**config.mk**
```make
export PLATFORM = sky130hd
export DESIGN_NAME = robm_seq_ctrl
export DESIGN_NICKNAME = d
export VERILOG_FILES = /design/src/rtl/robm_seq_ctrl.sv
export SDC_FILE = /design/constraint.sdc
export NUM_CORES = 1
export LEC_CHECK = 0
export ABC_AREA = 1
export BUFFER_PORTS_ARGS = -buffer_cell sky130_fd_sc_hd__buf_2
export CORE_MARGIN = 2
export CORE_UTILIZATION = 25
export CTS_CLUSTER_DIAMETER = 120
export DETAILED_ROUTE_END_ITERATION = 8
export PLACE_DENSITY = 0.48
export SLEW_MARGIN = 5
export SYNTH_ARGS = -nofsm -noshare
export SYNTH_HDL_FRONTEND = slang
export SYNTH_SLANG_ARGS = --single-unit
```
**constraint.sdc**
```tcl
create_clock -name clk -period 2.2 [get_ports clk]
set_input_delay 0.44 -clock clk [delete_from_list [all_inputs] [get_ports clk]]
set_output_delay 0.44 -clock clk [all_outputs]
set_load 0.1 [all_outputs]
```
**src/rtl/robm_seq_ctrl.sv**
```systemverilog
// Mealy sequence controller S1..S7 with an optional dwell watchdog on the S4/S7 wait states.
// Define ROBM_WATCHDOG_EN to compile in the dwell counter and timeout abort; otherwise timeout stays 0.
module robm_seq_ctrl #(
  parameter int WAIT_MAX = 16,
  parameter int CNT_W    = 8
) (
  input  logic             clk,
  input  logic             rst,
  input  logic             en,
  input  logic [12:1]      x,
  output logic [10:1]      y,
  output logic [2:0]       state,
  output logic             timeout,
  output logic [CNT_W-1:0] cyc_cnt
);

  typedef enum logic [2:0] {
    S_ILL = 3'd0,
    S1    = 3'd1,
    S2    = 3'd2,
    S3    = 3'd3,
    S4    = 3'd4,
    S5    = 3'd5,
    S6    = 3'd6,
    S7    = 3'd7
  } state_t;

  if (WAIT_MAX < 2 || WAIT_MAX > 65536) begin : gBadWaitMax
    $error("robm_seq_ctrl: WAIT_MAX must be in 2..65536");
  end

  state_t           state_q, state_d;
  logic [10:1]      cmd;
  logic             abort;
  logic             atLimit;
  logic             timeout_q;
  logic [CNT_W-1:0] cyc_q;

`ifdef ROBM_WATCHDOG_EN
  localparam int DW = (WAIT_MAX > 2) ? $clog2(WAIT_MAX) : 1;
  localparam logic [DW-1:0] DWELL_LIM = DW'(WAIT_MAX - 1);
  logic [DW-1:0] dwell_q;
  assign atLimit = (dwell_q == DWELL_LIM);
`else
  assign atLimit = 1'b0;
`endif

  always_comb begin
    state_d = state_q;
    cmd     = '0;
    abort   = 1'b0;
    if (en) begin
      case (state_q)
        S1: begin
          if (x[1]) begin
            if (x[11]) begin
              if (x[12]) begin
                cmd[4]  = 1'b1;
                state_d = S2;
              end else begin
                cmd[7]  = 1'b1;
                cmd[8]  = 1'b1;
                state_d = S3;
              end
            end else if (x[12]) begin
              if (x[8]) begin
                cmd[1]  = 1'b1;
                cmd[2]  = 1'b1;
                state_d = S4;
              end else if (x[5]) begin
                cmd[2]  = 1'b1;
                cmd[3]  = 1'b1;
                state_d = S4;
              end else if (x[6]) begin
                cmd[10] = 1'b1;
                state_d = S5;
              end else begin
                cmd[4]  = 1'b1;
                state_d = S2;
              end
            end else begin
              case ({x[10], x[9]})
                2'b11: begin
                  cmd[10] = 1'b1;
                  state_d = S5;
                end
                2'b10: begin
                  cmd[1]  = 1'b1;
                  cmd[2]  = 1'b1;
                  state_d = S4;
                end
                2'b01: begin
                  cmd[2]  = 1'b1;
                  cmd[3]  = 1'b1;
                  state_d = S4;
                end
                default: begin
                  cmd[4]  = 1'b1;
                  state_d = S2;
                end
              endcase
            end
          end
        end
        S2: begin
          cmd[5]  = 1'b1;
          state_d = S1;
        end
        S3: begin
          cmd[6]  = 1'b1;
          state_d = S6;
        end
        S4: begin
          if (x[4]) begin
            cmd[4]  = 1'b1;
            state_d = S2;
          end else if (atLimit) begin
            abort   = 1'b1;
            state_d = S1;
          end
        end
        S5: begin
          cmd[2] = 1'b1;
          if (x[12]) begin
            cmd[9]  = 1'b1;
            state_d = S7;
          end else begin
            cmd[3]  = 1'b1;
            state_d = S4;
          end
        end
        S6: begin
          if (x[2]) begin
            cmd[2]  = 1'b1;
            cmd[1]  = x[3];
            cmd[3]  = ~x[3];
            state_d = S4;
          end else begin
            cmd[4]  = 1'b1;
            state_d = S2;
          end
        end
        S7: begin
          if (x[7]) begin
            cmd[2]  = 1'b1;
            cmd[3]  = 1'b1;
            state_d = S4;
          end else if (atLimit) begin
            abort   = 1'b1;
            state_d = S1;
          end
        end
        default: state_d = S1;
      endcase
    end
  end

  // Dwell count restarts whenever the state changes, so an abort also clears it.
  always_ff @(posedge clk or posedge rst) begin
    if (rst) begin
      state_q   <= S1;
      timeout_q <= 1'b0;
      cyc_q     <= '0;
`ifdef ROBM_WATCHDOG_EN
      dwell_q   <= '0;
`endif
    end else begin
      timeout_q <= abort;
      if (en) begin
        state_q <= state_d;
        if (state_q == S2 && state_d == S1 && cyc_q != {CNT_W{1'b1}})
          cyc_q <= cyc_q + 1'b1;
`ifdef ROBM_WATCHDOG_EN
        if (state_d == state_q && (state_q == S4 || state_q == S7))
          dwell_q <= dwell_q + 1'b1;
        else
          dwell_q <= '0;
`endif
      end
    end
  end

  assign y       = cmd;
  assign state   = state_q;
  assign timeout = timeout_q;
  assign cyc_cnt = cyc_q;

endmodule

```
==> metrics.txt, run 1 <==
# TYPE chip_impl_metric gauge
chip_impl_info{name="status",value="finished with violations"} 1
chip_impl_info{name="violations",value="negative setup slack"} 1
chip_impl_info{name="top_usage_layer",value="met2"} 1
chip_impl_metric{name="drt_first_pass_iters",unit=""} 4
chip_impl_metric{name="numPortBuffers",unit=""} 35
chip_impl_metric{name="total_power",unit="µW"} 1920
chip_impl_metric{name="grt.total_usage",unit="%"} 13.0
chip_impl_metric{name="synth.yosys.seq_area_share",unit="%"} 27.0
chip_impl_info{name="startpoint_type",value="flop"} 1
chip_impl_metric{name="setup_ws",unit="ps"} -27.6
chip_impl_metric{name="yosysTopAreaCellShare",unit="%"} 24.4
chip_impl_metric{name="period_minus_slack",unit="ps"} 2230
chip_impl_metric{name="placement_rows",unit=""} 23
chip_impl_metric{name="routed_wl",unit="mm"} 2.69
chip_impl_metric{name="post_synth_xor_area_fraction",unit="%"} 3.42
chip_impl_info{name="crit_path_end",value="y[7]"} 1
chip_impl_info{name="ys_dominant_reg_cell",value="dfrtp_1"} 1
chip_impl_metric{name="core-area",unit="µm²"} 3970
chip_impl_info{name="timing.rr.start",value="cyc_cnt[0]"} 1
chip_impl_metric{name="antenna_cells",unit=""} 0
chip_impl_metric{name="grt_start_max_net_pins",unit=""} 18
chip_impl_metric{name="first_global_vias",unit=""} 1036
chip_impl_info{name="cts-root-buf",value="clkbuf_8"} 1
chip_impl_metric{name="synth-simple-area-share",unit="%"} 43.4
chip_impl_metric{name="p_leak",unit="µW"} 0.000772
chip_impl_metric{name="routed-via-count",unit=""} 1087
chip_impl_metric{name="max-vdd-ir-drop",unit="mV"} 1.38
chip_impl_metric{name="worst-r2r-setup-slack",unit="ps"} 640
chip_impl_info{name="tritoncts",value="yes"} 1
chip_impl_metric{name="clk_transition_reported_paths",unit="ps"} 50
chip_impl_metric{name="grt_remaining_overflow",unit=""} 0
chip_impl_metric{name="post-place-ws",unit="ps"} 153
chip_impl_metric{name="die_w",unit="µm"} 68.0
chip_impl_metric{name="chipHeight",unit="µm"} 68.0
chip_impl_metric{name="routabilityCongestion",unit=""} 0.803
chip_impl_metric{name="avgSynthCellArea",unit="µm²"} 6.52
chip_impl_metric{name="final-max-slew-violation-count",unit=""} 0
chip_impl_info{name="cp-startpoint",value="state[0]"} 1
chip_impl_metric{name="critical_path_arrival",unit="ps"} 1790
chip_impl_metric{name="crit_path_max_fanout",unit=""} 8
chip_impl_metric{name="netsw",unit="µW"} 1150
chip_impl_metric{name="cts_buffer_depth",unit=""} 2
chip_impl_metric{name="drc",unit=""} 0
chip_impl_metric{name="initial_core_util",unit="%"} 25.8
chip_impl_info{name="rsz0062_at_grt",value="true"} 1
chip_impl_metric{name="ios",unit=""} 37
chip_impl_metric{name="yosysWarnings",unit=""} 0
chip_impl_info{name="ys_top_cells_by_count",value="46 x nand2_1, 18 x nor2_1, 14 x nand3_1"} 1
chip_impl_metric{name="grt_pass1_wl",unit="mm"} 4.55
chip_impl_metric{name="finClkSkew",unit="ps"} 2.45
chip_impl_metric{name="global_route.usage.met3",unit="%"} 2.96
chip_impl_metric{name="dieArea",unit="µm²"} 4620
chip_impl_metric{name="worstRegToRegCells",unit=""} 8
chip_impl_metric{name="synthMuxAreaShare",unit="%"} 0
chip_impl_metric{name="timing.max_cap.violations",unit=""} 0
chip_impl_metric{name="swShare",unit="%"} 60.1
chip_impl_info{name="cp-end-kind",value="output pin"} 1
chip_impl_info{name="min-delay-path-class",value="in2async"} 1
chip_impl_metric{name="first_iter_violations",unit=""} 52
chip_impl_metric{name="post_synth_num_cell_types",unit=""} 27
chip_impl_info{name="synth_most_common_cell",value="nand2_1"} 1
chip_impl_metric{name="clock_power_share",unit="%"} 10.1
chip_impl_metric{name="postSynthRegisterBits",unit=""} 11
chip_impl_metric{name="share_seq_of_total_power",unit="%"} 22.4
chip_impl_metric{name="route.detailed.wl_per_inst",unit="µm"} 10.8
chip_impl_metric{name="post_cts_hold_buffer_count",unit=""} 0
chip_impl_metric{name="dp_cells",unit=""} 238
chip_impl_metric{name="power.internal",unit="µW"} 766
chip_impl_metric{name="synth-async-reset-ratio",unit="%"} 100
chip_impl_info{name="dominant_cells_by_area_after_synthesis",value="dfrtp_1 24%, nand2_1 17%, nand3_1 6.8%, nor2_1 6.6%, ha_1 6.1%"} 1
chip_impl_metric{name="comb_power_share",unit="%"} 67.5
chip_impl_metric{name="synth-edff-count",unit=""} 0
chip_impl_metric{name="timing.final.setup_violations",unit=""} 3
chip_impl_metric{name="via_per_inst",unit=""} 4.37
chip_impl_metric{name="cts.sink_count",unit=""} 11
chip_impl_metric{name="syn-num-nets",unit=""} 177
chip_impl_metric{name="layout_cells_sized_above_1",unit="%"} 37.2
chip_impl_metric{name="grt_antenna_before_repair",unit=""} 0
chip_impl_metric{name="post_synthesis_adder_cell_area_fraction",unit="%"} 6.11
chip_impl_metric{name="synthesis.area",unit="µm²"} 1020
chip_impl_info{name="main_combinational_cell_family_by_area_after_synthesis",value="simple AND/OR/NAND/NOR gates"} 1
chip_impl_metric{name="synthesis.instances",unit=""} 157
chip_impl_metric{name="f_max",unit="MHz"} 449
chip_impl_metric{name="drtAntennaViolNets",unit=""} 0
chip_impl_metric{name="finalNetCount",unit=""} 220
chip_impl_metric{name="grt.met1_usage",unit="%"} 16.6
chip_impl_metric{name="period_share",unit="%"} 101
chip_impl_info{name="reg2reg_to",value="cyc_cnt[3]"} 1
chip_impl_metric{name="compound_gate_portion_of_the_synthesized_area",unit="%"} 7.95
chip_impl_metric{name="hpwl",unit="mm"} 2.14
chip_impl_metric{name="synthToLayoutAreaGrowth",unit="%"} 52.7
chip_impl_info{name="yosys.area.top_type",value="dfrtp_1"} 1
chip_impl_metric{name="finalHoldViolCount",unit=""} 0
chip_impl_metric{name="post_layout_instance_count_excluding_filler_cells",unit=""} 249
chip_impl_metric{name="cts_htree_levels",unit=""} 1
chip_impl_metric{name="required",unit="ps"} 1760
chip_impl_metric{name="pwr_density_cell",unit="nW/µm²"} 1230
chip_impl_info{name="worst-setup-path-type",value="reg2out"} 1
chip_impl_metric{name="grt_use_met2",unit="%"} 21.7
chip_impl_metric{name="cts_made_buffers",unit=""} 3
chip_impl_metric{name="clk_latency",unit="ps"} 230
[worst max-delay path, stage by stage (launching register included)]
cell and delay, ps:
dfstp_4 670, nand2_4 70, nor3_4 210, inv_2 100
nor3_4 280, buf_12 210
[kinds of logic (layout without fill, tap and decap cells)]
| logic type | Yosys count | after routing |
|---|---|---|
| other cells | 1 | 1 |
| buf+inv | 25 | 67 |
| fa+ha+maj | 5 | 5 |
| xor+xnor | 4 | 4 |
| simple gates | 96 | 96 |
| compound gates | 15 | 15 |
| flops | 11 | 11 |
[placed cells by master, fill, tap and decap left out, types with 2 or more instances in the layout]
| cell | Yosys | final |
|---|---|---|
| nand2_2 | 2 | 3 |
| nand3b_1 | 2 | 2 |
| nand3_1 | 14 | 14 |
| nand2_1 | 46 | 43 |
| buf_12 | 0 | 9 |
| inv_1 | 13 | 12 |
| ha_1 | 5 | 5 |
| dfrtp_1 | 10 | 8 |
| a21oi_1 | 5 | 3 |
| xnor2_1 | 2 | 2 |
| buf_4 | 3 | 8 |
| nor2_4 | 0 | 2 |
| nor2_1 | 18 | 16 |
| clkinv_1 | 2 | 2 |
| a21oi_4 | 0 | 2 |
| o21ai_0 | 2 | 2 |
| nor3_1 | 6 | 3 |
| nand4_1 | 2 | 2 |
| nor2_2 | 2 | 2 |
| nor3_4 | 2 | 5 |
| inv_2 | 5 | 5 |
| clkbuf_8 | 0 | 3 |
| o21ai_1 | 6 | 6 |
| buf_2 | 0 | 26 |
| xor2_1 | 2 | 2 |
| nand2_4 | 1 | 3 |
[sequential cells by signal, indices dropped and copies added, names as in the netlist]
name and flops:
state 3, cyc_cnt 8
[per-stage QoR]
stage          hold slack [ps]  cell area, µm²  setup TNS [ps]  utilization (%)
5_1_grt                    231            1560            -505             39.4
2_1_floorplan              292            1140           -2240                -
3_5_place_dp               460            1460               0             36.7
6_report                   192            1560           -61.9             39.4
3_3_place_gp               455            1460               0             36.7
4_1_cts                    205            1550            -184             39.0
[routing by layer]
layer / part of all wire [%] / vias to the layer above / wire length [µm]
met2: 49 / 24 / 1320
met4: 0.74 / 0 / 20
li1: - / 578 / -
met1: 46 / 483 / 1230
met3: 4.6 / 2 / 125
met5: 0 / - / 0
[worst min path at each step]
stage / slack (ps) / endpoint
finish: 190 / cyc_cnt[3]
global route: 230 / cyc_cnt[3]
CTS: 210 / cyc_cnt[3]
detailed placement: 460 / cyc_cnt[6]
global placement: 460 / cyc_cnt[6]
floorplan: 290 / cyc_cnt[0]
[power groups by stage]
stage / combinational (µW) / clock [µW] / sequential [µW]
after floorplan: 656 / 0 / 788
after global placement: 1200 / 0 / 443
after detailed placement: 1200 / 0 / 445
after CTS: 1280 / 204 / 429
after global routing: 1370 / 219 / 449
final: 1300 / 194 / 431
[what timing repair did]
item | in CTS | in global routing
setup buffers | 5 | 2
setup endpoints to repair | 6 | 7
resized for setup | 2 | 0
hold endpoints to repair | 0 | 0
pin swaps | 3 | 2
cloned | 0 | 0
[area by class of cell]
| class | instances | area, µm² |
|---|---|---|
| Fill cell | 426 | 2410 |
| Multi-Input combinational cell | 121 | 721 |
| Timing Repair Buffer | 43 | 370 |
| Sequential cell | 11 | 285 |
| Inverter | 20 | 78.8 |
| Tap cell | 50 | 62.6 |
| Clock buffer | 4 | 45.0 |
(Power assumes the default switching activity.)
==> inputs of run 2 (changes only) <==
BUFFER_PORTS_ARGS = default   (was -buffer_cell sky130_fd_sc_hd__buf_2)
CAP_MARGIN = 5   (was default)
DONT_BUFFER_PORTS = 1   (was default)
PLACE_DENSITY = 0.4   (was 0.48)
==> metrics.txt, run 2 (same netlist as run 1, synthesis figures left out) <==
# TYPE chip_impl_metric gauge
chip_impl_metric{name="period_minus_slack",unit="ps"} 2190
chip_impl_metric{name="layout.core_utilization",unit="%"} 38.5
chip_impl_info{name="family_with_the_most_delay_on_the_worst_path",value="flip-flops"} 1
chip_impl_metric{name="critPathBufInv",unit=""} 1
chip_impl_metric{name="cts_htree_levels",unit=""} 1
chip_impl_metric{name="first_global_vias",unit=""} 1006
chip_impl_metric{name="via_per_inst",unit=""} 4.38
chip_impl_metric{name="grt.total_usage",unit="%"} 12.7
chip_impl_info{name="startpoint_type",value="flop"} 1
chip_impl_metric{name="share_seq_of_total_power",unit="%"} 19.9
chip_impl_metric{name="f_max",unit="MHz"} 457
chip_impl_metric{name="route.detailed.wl_per_inst",unit="µm"} 11.3
chip_impl_metric{name="grt_remaining_overflow",unit=""} 0
chip_impl_metric{name="swShare",unit="%"} 59.3
chip_impl_metric{name="drt_first_pass_iters",unit=""} 4
chip_impl_metric{name="cts_made_buffers",unit=""} 3
chip_impl_metric{name="cts_buffer_depth",unit=""} 2
chip_impl_metric{name="power.internal",unit="µW"} 787
chip_impl_metric{name="max-vdd-ir-drop",unit="mV"} 1.11
chip_impl_metric{name="clk_latency",unit="ps"} 230
chip_impl_info{name="cp-end-kind",value="output pin"} 1
chip_impl_info{name="status",value="finished clean"} 1
chip_impl_metric{name="netsw",unit="µW"} 1150
chip_impl_metric{name="final-max-slew-violation-count",unit=""} 0
chip_impl_metric{name="crit_path_max_fanout",unit=""} 6
chip_impl_metric{name="clk_transition_reported_paths",unit="ps"} 50
chip_impl_info{name="worst-setup-path-type",value="reg2out"} 1
chip_impl_metric{name="layout_cells_sized_above_1",unit="%"} 31.5
chip_impl_metric{name="post_cts_hold_buffer_count",unit=""} 0
chip_impl_info{name="cts-root-buf",value="clkbuf_8"} 1
chip_impl_metric{name="dieArea",unit="µm²"} 4620
chip_impl_metric{name="critical_path_arrival",unit="ps"} 1750
chip_impl_metric{name="clock_power_share",unit="%"} 10.4
chip_impl_metric{name="drtAntennaViolNets",unit=""} 0
chip_impl_metric{name="routabilityCongestion",unit=""} 0.785
chip_impl_info{name="timing.rr.start",value="state[0]"} 1
chip_impl_metric{name="ios",unit=""} 37
chip_impl_info{name="rsz0062_at_grt",value="true"} 1
chip_impl_metric{name="timing.final.setup_violations",unit=""} 0
chip_impl_metric{name="finClkSkew",unit="ps"} 1.56
chip_impl_metric{name="detailed_place.area",unit="µm²"} 1450
chip_impl_metric{name="n_fill_cell",unit=""} 427
chip_impl_info{name="min-delay-path-class",value="in2async"} 1
chip_impl_metric{name="synthToLayoutAreaGrowth",unit="%"} 49.5
chip_impl_metric{name="chipHeight",unit="µm"} 68.0
chip_impl_metric{name="antenna_cells",unit=""} 0
chip_impl_metric{name="grt_start_max_net_pins",unit=""} 16
chip_impl_metric{name="grt_antenna_before_repair",unit=""} 0
chip_impl_metric{name="required",unit="ps"} 1760
chip_impl_info{name="timing.critical_path.cells",value="nand2_4 -> nor3_4 -> nand2_1 -> o21a_1 -> nor2_4 -> buf_12"} 1
chip_impl_metric{name="summed_area_of_non_filler_cells_in_the_final_layout",unit="µm²"} 1530
chip_impl_info{name="tritoncts",value="yes"} 1
chip_impl_metric{name="placement_rows",unit=""} 23
chip_impl_metric{name="initial_core_util",unit="%"} 25.8
chip_impl_metric{name="cts.sink_count",unit=""} 11
chip_impl_metric{name="finalNetCount",unit=""} 205
chip_impl_metric{name="comb_power_share",unit="%"} 69.7
chip_impl_metric{name="finalHoldViolCount",unit=""} 0
chip_impl_metric{name="numPortBuffers",unit=""} 0
chip_impl_metric{name="hpwl",unit="mm"} 2.12
chip_impl_metric{name="multi_input_logic_area",unit="µm²"} 718
chip_impl_metric{name="period_share",unit="%"} 99.5
chip_impl_metric{name="timing.setup.tns",unit="ps"} 0
chip_impl_info{name="mostFrequentLayoutCell",value="nand2_1"} 1
chip_impl_metric{name="p_leak",unit="µW"} 0.000720
chip_impl_metric{name="routed_wl",unit="mm"} 2.64
chip_impl_metric{name="drc",unit=""} 0
chip_impl_info{name="slowest_stage",value="dfstp_4"} 1
chip_impl_metric{name="die_w",unit="µm"} 68.0
chip_impl_metric{name="register_cell_area_after_layout",unit="µm²"} 285
chip_impl_metric{name="routed-via-count",unit=""} 1025
chip_impl_metric{name="grt_pass1_wl",unit="mm"} 4.51
chip_impl_metric{name="core-area",unit="µm²"} 3970
chip_impl_info{name="cp-startpoint",value="state[0]"} 1
chip_impl_metric{name="worst_path_largest_cell_delay",unit="ps"} 650
chip_impl_metric{name="first_iter_violations",unit=""} 25
chip_impl_info{name="layout_common_cells",value="44 x nand2_1, 18 x buf_4, 16 x nor2_1, 14 x nand3_1, 12 x inv_1"} 1
chip_impl_metric{name="total_power",unit="µW"} 1930
chip_impl_metric{name="pwr_density_cell",unit="nW/µm²"} 1260
chip_impl_metric{name="timing.max_cap.violations",unit=""} 0
chip_impl_metric{name="largest_register_ffs",unit=""} 8
==> run 2: metal layers <==
layer,vias up,GRT usage (%),wire length [µm]
met5,-,0,0
met4,0,4.50,0
li1,552,-,-
met3,0,2.47,151
met1,452,16.4,1150
met2,21,20.9,1330
==> run 2: worst register-to-register path, stage by stage, from the launching register on <==
cell and delay [ps]:
dfstp_4 650, buf_4 130, buf_4 300, nor3_4 90, nand2_4 140, inv_2 90, nand3b_1 90, nand2_1 50
==> run 2: cell type report <==
class	count	share of cell area (%)
well taps	50	4.09
repair buffers	28	22.2
inverters	20	5.15
multi-input cells	121	46.9
clock buffers	4	2.94
flip-flops and latches	11	18.6
==> run 2: worst paths after layout <==
kind / end / slack, ps / cells past startpoint
worst max-delay path: y[2] / 10 / 6
worst min register to register: cyc_cnt[6] / 610 / 2
min in group clk: state[2] / 330 / 2
worst min-delay path: cyc_cnt[5] / 90 / 1
worst max register to register: cyc_cnt[3] / 540 / 7
max in group asynchronous: state[1] / 1780 / 1
==> run 2: power groups by stage <==
stage	Clock, µW	Sequential, µW	Combinational (µW)
global route	219	399	1430
finish	201	384	1350
CTS	210	384	1360
floorplan	0	788	656
detailed placement	0	396	1280
global placement	0	393	1280
==> run 2: timing repair <==
item	4_1_cts	5_1_grt
resized for setup	0	2
pin swaps	3	1
setup buffers	5	0
endpoints found under the setup margin	5	6
==> run 2: stage by stage <==
step	setup WS (ps)	std cells	hold slack (ps)
2_1_floorplan	-686	157	292
3_3_place_gp	173	225	349
3_5_place_dp	150	225	360
4_1_cts	-44.0	234	105
5_1_grt	-71.5	234	117
6_report	11.1	234	88.5
==> inputs of run 3 (changes only) <==
PLACE_DENSITY = 0.39   (was 0.4)
==> metrics.txt, run 3 (same netlist as run 1, synthesis figures left out) <==
# TYPE chip_impl_metric gauge
chip_impl_metric{name="finalNetCount",unit=""} 207
chip_impl_metric{name="cts_buffer_depth",unit=""} 2
chip_impl_metric{name="synthToLayoutAreaGrowth",unit="%"} 51.5
chip_impl_info{name="layout_common_cells",value="42 x nand2_1, 20 x buf_4, 16 x nor2_1, 13 x nand3_1, 12 x inv_1"} 1
chip_impl_metric{name="total_power",unit="µW"} 1950
chip_impl_metric{name="grt_antenna_before_repair",unit=""} 0
chip_impl_info{name="rsz0062_at_grt",value="true"} 1
chip_impl_metric{name="core-area",unit="µm²"} 3970
chip_impl_metric{name="post_layout_instance_count_excluding_filler_cells",unit=""} 236
chip_impl_metric{name="crit_path_max_fanout",unit=""} 6
chip_impl_metric{name="drt_first_pass_iters",unit=""} 4
chip_impl_info{name="cp-end-kind",value="output pin"} 1
chip_impl_metric{name="drtAntennaViolNets",unit=""} 0
chip_impl_metric{name="timing.max_cap.violations",unit=""} 0
chip_impl_metric{name="drc",unit=""} 0
chip_impl_metric{name="p_leak",unit="µW"} 0.000730
chip_impl_metric{name="timing.final.setup_violations",unit=""} 4
chip_impl_metric{name="routabilityCongestion",unit=""} 0.775
chip_impl_info{name="slowest_stage",value="dfstp_4"} 1
chip_impl_info{name="violations",value="negative setup slack"} 1
chip_impl_metric{name="dp_cells",unit=""} 226
chip_impl_metric{name="cts.sink_count",unit=""} 11
chip_impl_metric{name="largest_register_ffs",unit=""} 8
chip_impl_metric{name="cts_made_buffers",unit=""} 3
chip_impl_metric{name="grt.total_usage",unit="%"} 13.7
chip_impl_metric{name="finalHoldWorstSlack",unit="ps"} 84.5
chip_impl_metric{name="routed-via-count",unit=""} 1082
chip_impl_metric{name="route.detailed.wl_per_inst",unit="µm"} 11.6
chip_impl_info{name="startpoint_type",value="flop"} 1
chip_impl_metric{name="finalHoldViolCount",unit=""} 0
chip_impl_metric{name="worstRegToRegCells",unit=""} 7
chip_impl_metric{name="critical_path_arrival",unit="ps"} 1800
chip_impl_metric{name="setup_ws",unit="ps"} -37.7
chip_impl_metric{name="cts_htree_levels",unit=""} 1
chip_impl_metric{name="multi_input_logic_area",unit="µm²"} 723
chip_impl_metric{name="worst-r2r-setup-slack",unit="ps"} 540
chip_impl_metric{name="n_fill_cell",unit=""} 421
chip_impl_metric{name="finClkSkew",unit="ps"} 3.60
chip_impl_metric{name="final-max-slew-violation-count",unit=""} 0
chip_impl_metric{name="post-place-ws",unit="ps"} 143
chip_impl_info{name="timing.rr.start",value="state[0]"} 1
chip_impl_metric{name="dieArea",unit="µm²"} 4620
chip_impl_metric{name="first_global_vias",unit=""} 1124
chip_impl_metric{name="max-vdd-ir-drop",unit="mV"} 1.09
chip_impl_metric{name="grt_pass1_wl",unit="mm"} 4.86
chip_impl_metric{name="clk_latency",unit="ps"} 240
chip_impl_metric{name="period_share",unit="%"} 102
chip_impl_metric{name="first_iter_violations",unit=""} 70
chip_impl_info{name="reg2reg_to",value="cyc_cnt[3]"} 1
chip_impl_metric{name="clk_transition_reported_paths",unit="ps"} 50
chip_impl_info{name="worst-setup-path-type",value="reg2out"} 1
chip_impl_metric{name="ios",unit=""} 37
chip_impl_metric{name="chipHeight",unit="µm"} 68.0
chip_impl_info{name="cts-root-buf",value="clkbuf_8"} 1
chip_impl_info{name="status",value="finished with violations"} 1
chip_impl_metric{name="die_w",unit="µm"} 68.0
chip_impl_metric{name="f_max",unit="MHz"} 447
chip_impl_metric{name="grt_start_max_net_pins",unit=""} 12
chip_impl_metric{name="routed_wl",unit="mm"} 2.74
chip_impl_metric{name="antenna_cells",unit=""} 0
chip_impl_info{name="family_with_the_most_delay_on_the_worst_path",value="flip-flops"} 1
chip_impl_metric{name="pwr_density_cell",unit="nW/µm²"} 1260
chip_impl_metric{name="period_minus_slack",unit="ps"} 2240
chip_impl_metric{name="grt_remaining_overflow",unit=""} 0
chip_impl_metric{name="critPathBufInv",unit=""} 2
chip_impl_metric{name="via_per_inst",unit=""} 4.58
chip_impl_metric{name="numPortBuffers",unit=""} 0
chip_impl_info{name="mostFrequentLayoutCell",value="nand2_1"} 1
chip_impl_info{name="tritoncts",value="yes"} 1
chip_impl_metric{name="register_cell_area_after_layout",unit="µm²"} 285
chip_impl_metric{name="layout_cells_sized_above_1",unit="%"} 33.3
chip_impl_metric{name="initial_core_util",unit="%"} 25.8
chip_impl_metric{name="required",unit="ps"} 1760
chip_impl_metric{name="placement_rows",unit=""} 23
chip_impl_info{name="min-delay-path-class",value="in2async"} 1
chip_impl_metric{name="hpwl",unit="mm"} 2.23
chip_impl_info{name="timing.critical_path.cells",value="nand2_4 -> nor3_4 -> buf_4 -> nand2_2 -> o21a_1 -> nor2_4 -> buf_12"} 1
chip_impl_metric{name="worst_path_largest_cell_delay",unit="ps"} 660
run 3: cell count changes in the layout (fill, tap and decap cells not counted), sizes merged:
cell  delta
buf      +2
run 3: worst max path at each step:
stage | end | depth (start not counted) | startpoint
after global routing | y[3] | 8 | state[0]
after global placement | y[7] | 5 | state[0]
after CTS | y[2] | 7 | state[0]
final | y[2] | 7 | state[0]
after detailed placement | y[7] | 5 | state[0]
after floorplan | y[8] | 6 | state[0]
run 3: metrics by stage:
stage | TNS [ps] | cell area (µm²) | utilization (%)
6_report | -76.8 | 1550 | 39.0
5_1_grt | -655 | 1550 | 39.0
2_1_floorplan | -2240 | 1140 | -
4_1_cts | -433 | 1550 | 38.9
3_3_place_gp | 0 | 1450 | 36.6
3_5_place_dp | 0 | 1450 | 36.6
run 3: per-layer routing:
metal	global-route usage, %	up-vias	part of all wire, %
li1	-	556	-
met1	17.0	500	42
met2	24.2	22	52
met3	1.97	4	4.9
met4	4.50	0	0.77
met5	0	-	0
run 3: final cells by class:
type                            count  share of cell area [%]
Sequential cell                    11                    18.4
Clock buffer                        4                    2.91
Timing Repair Buffer               30                    22.9
Inverter                           20                    5.08
Multi-Input combinational cell    121                    46.7
Tap cell                           50                    4.04
run 3: repair_timing:
action                                 in CTS  in global routing
setup buffers                               5                  1
cloned                                      0                  0
endpoints found under the hold margin       0                  0
gates resized for setup                     3                  1
hold buffers                                0                  0
pin swaps                                   4                  2
setup endpoints to repair                   6                  7
run 3: where the power goes:
part / internal (µW) / switching (µW)
clock: 127 / 74.4
sequential: 282 / 88.8
combinational: 390 / 992
total: 800 / 1150
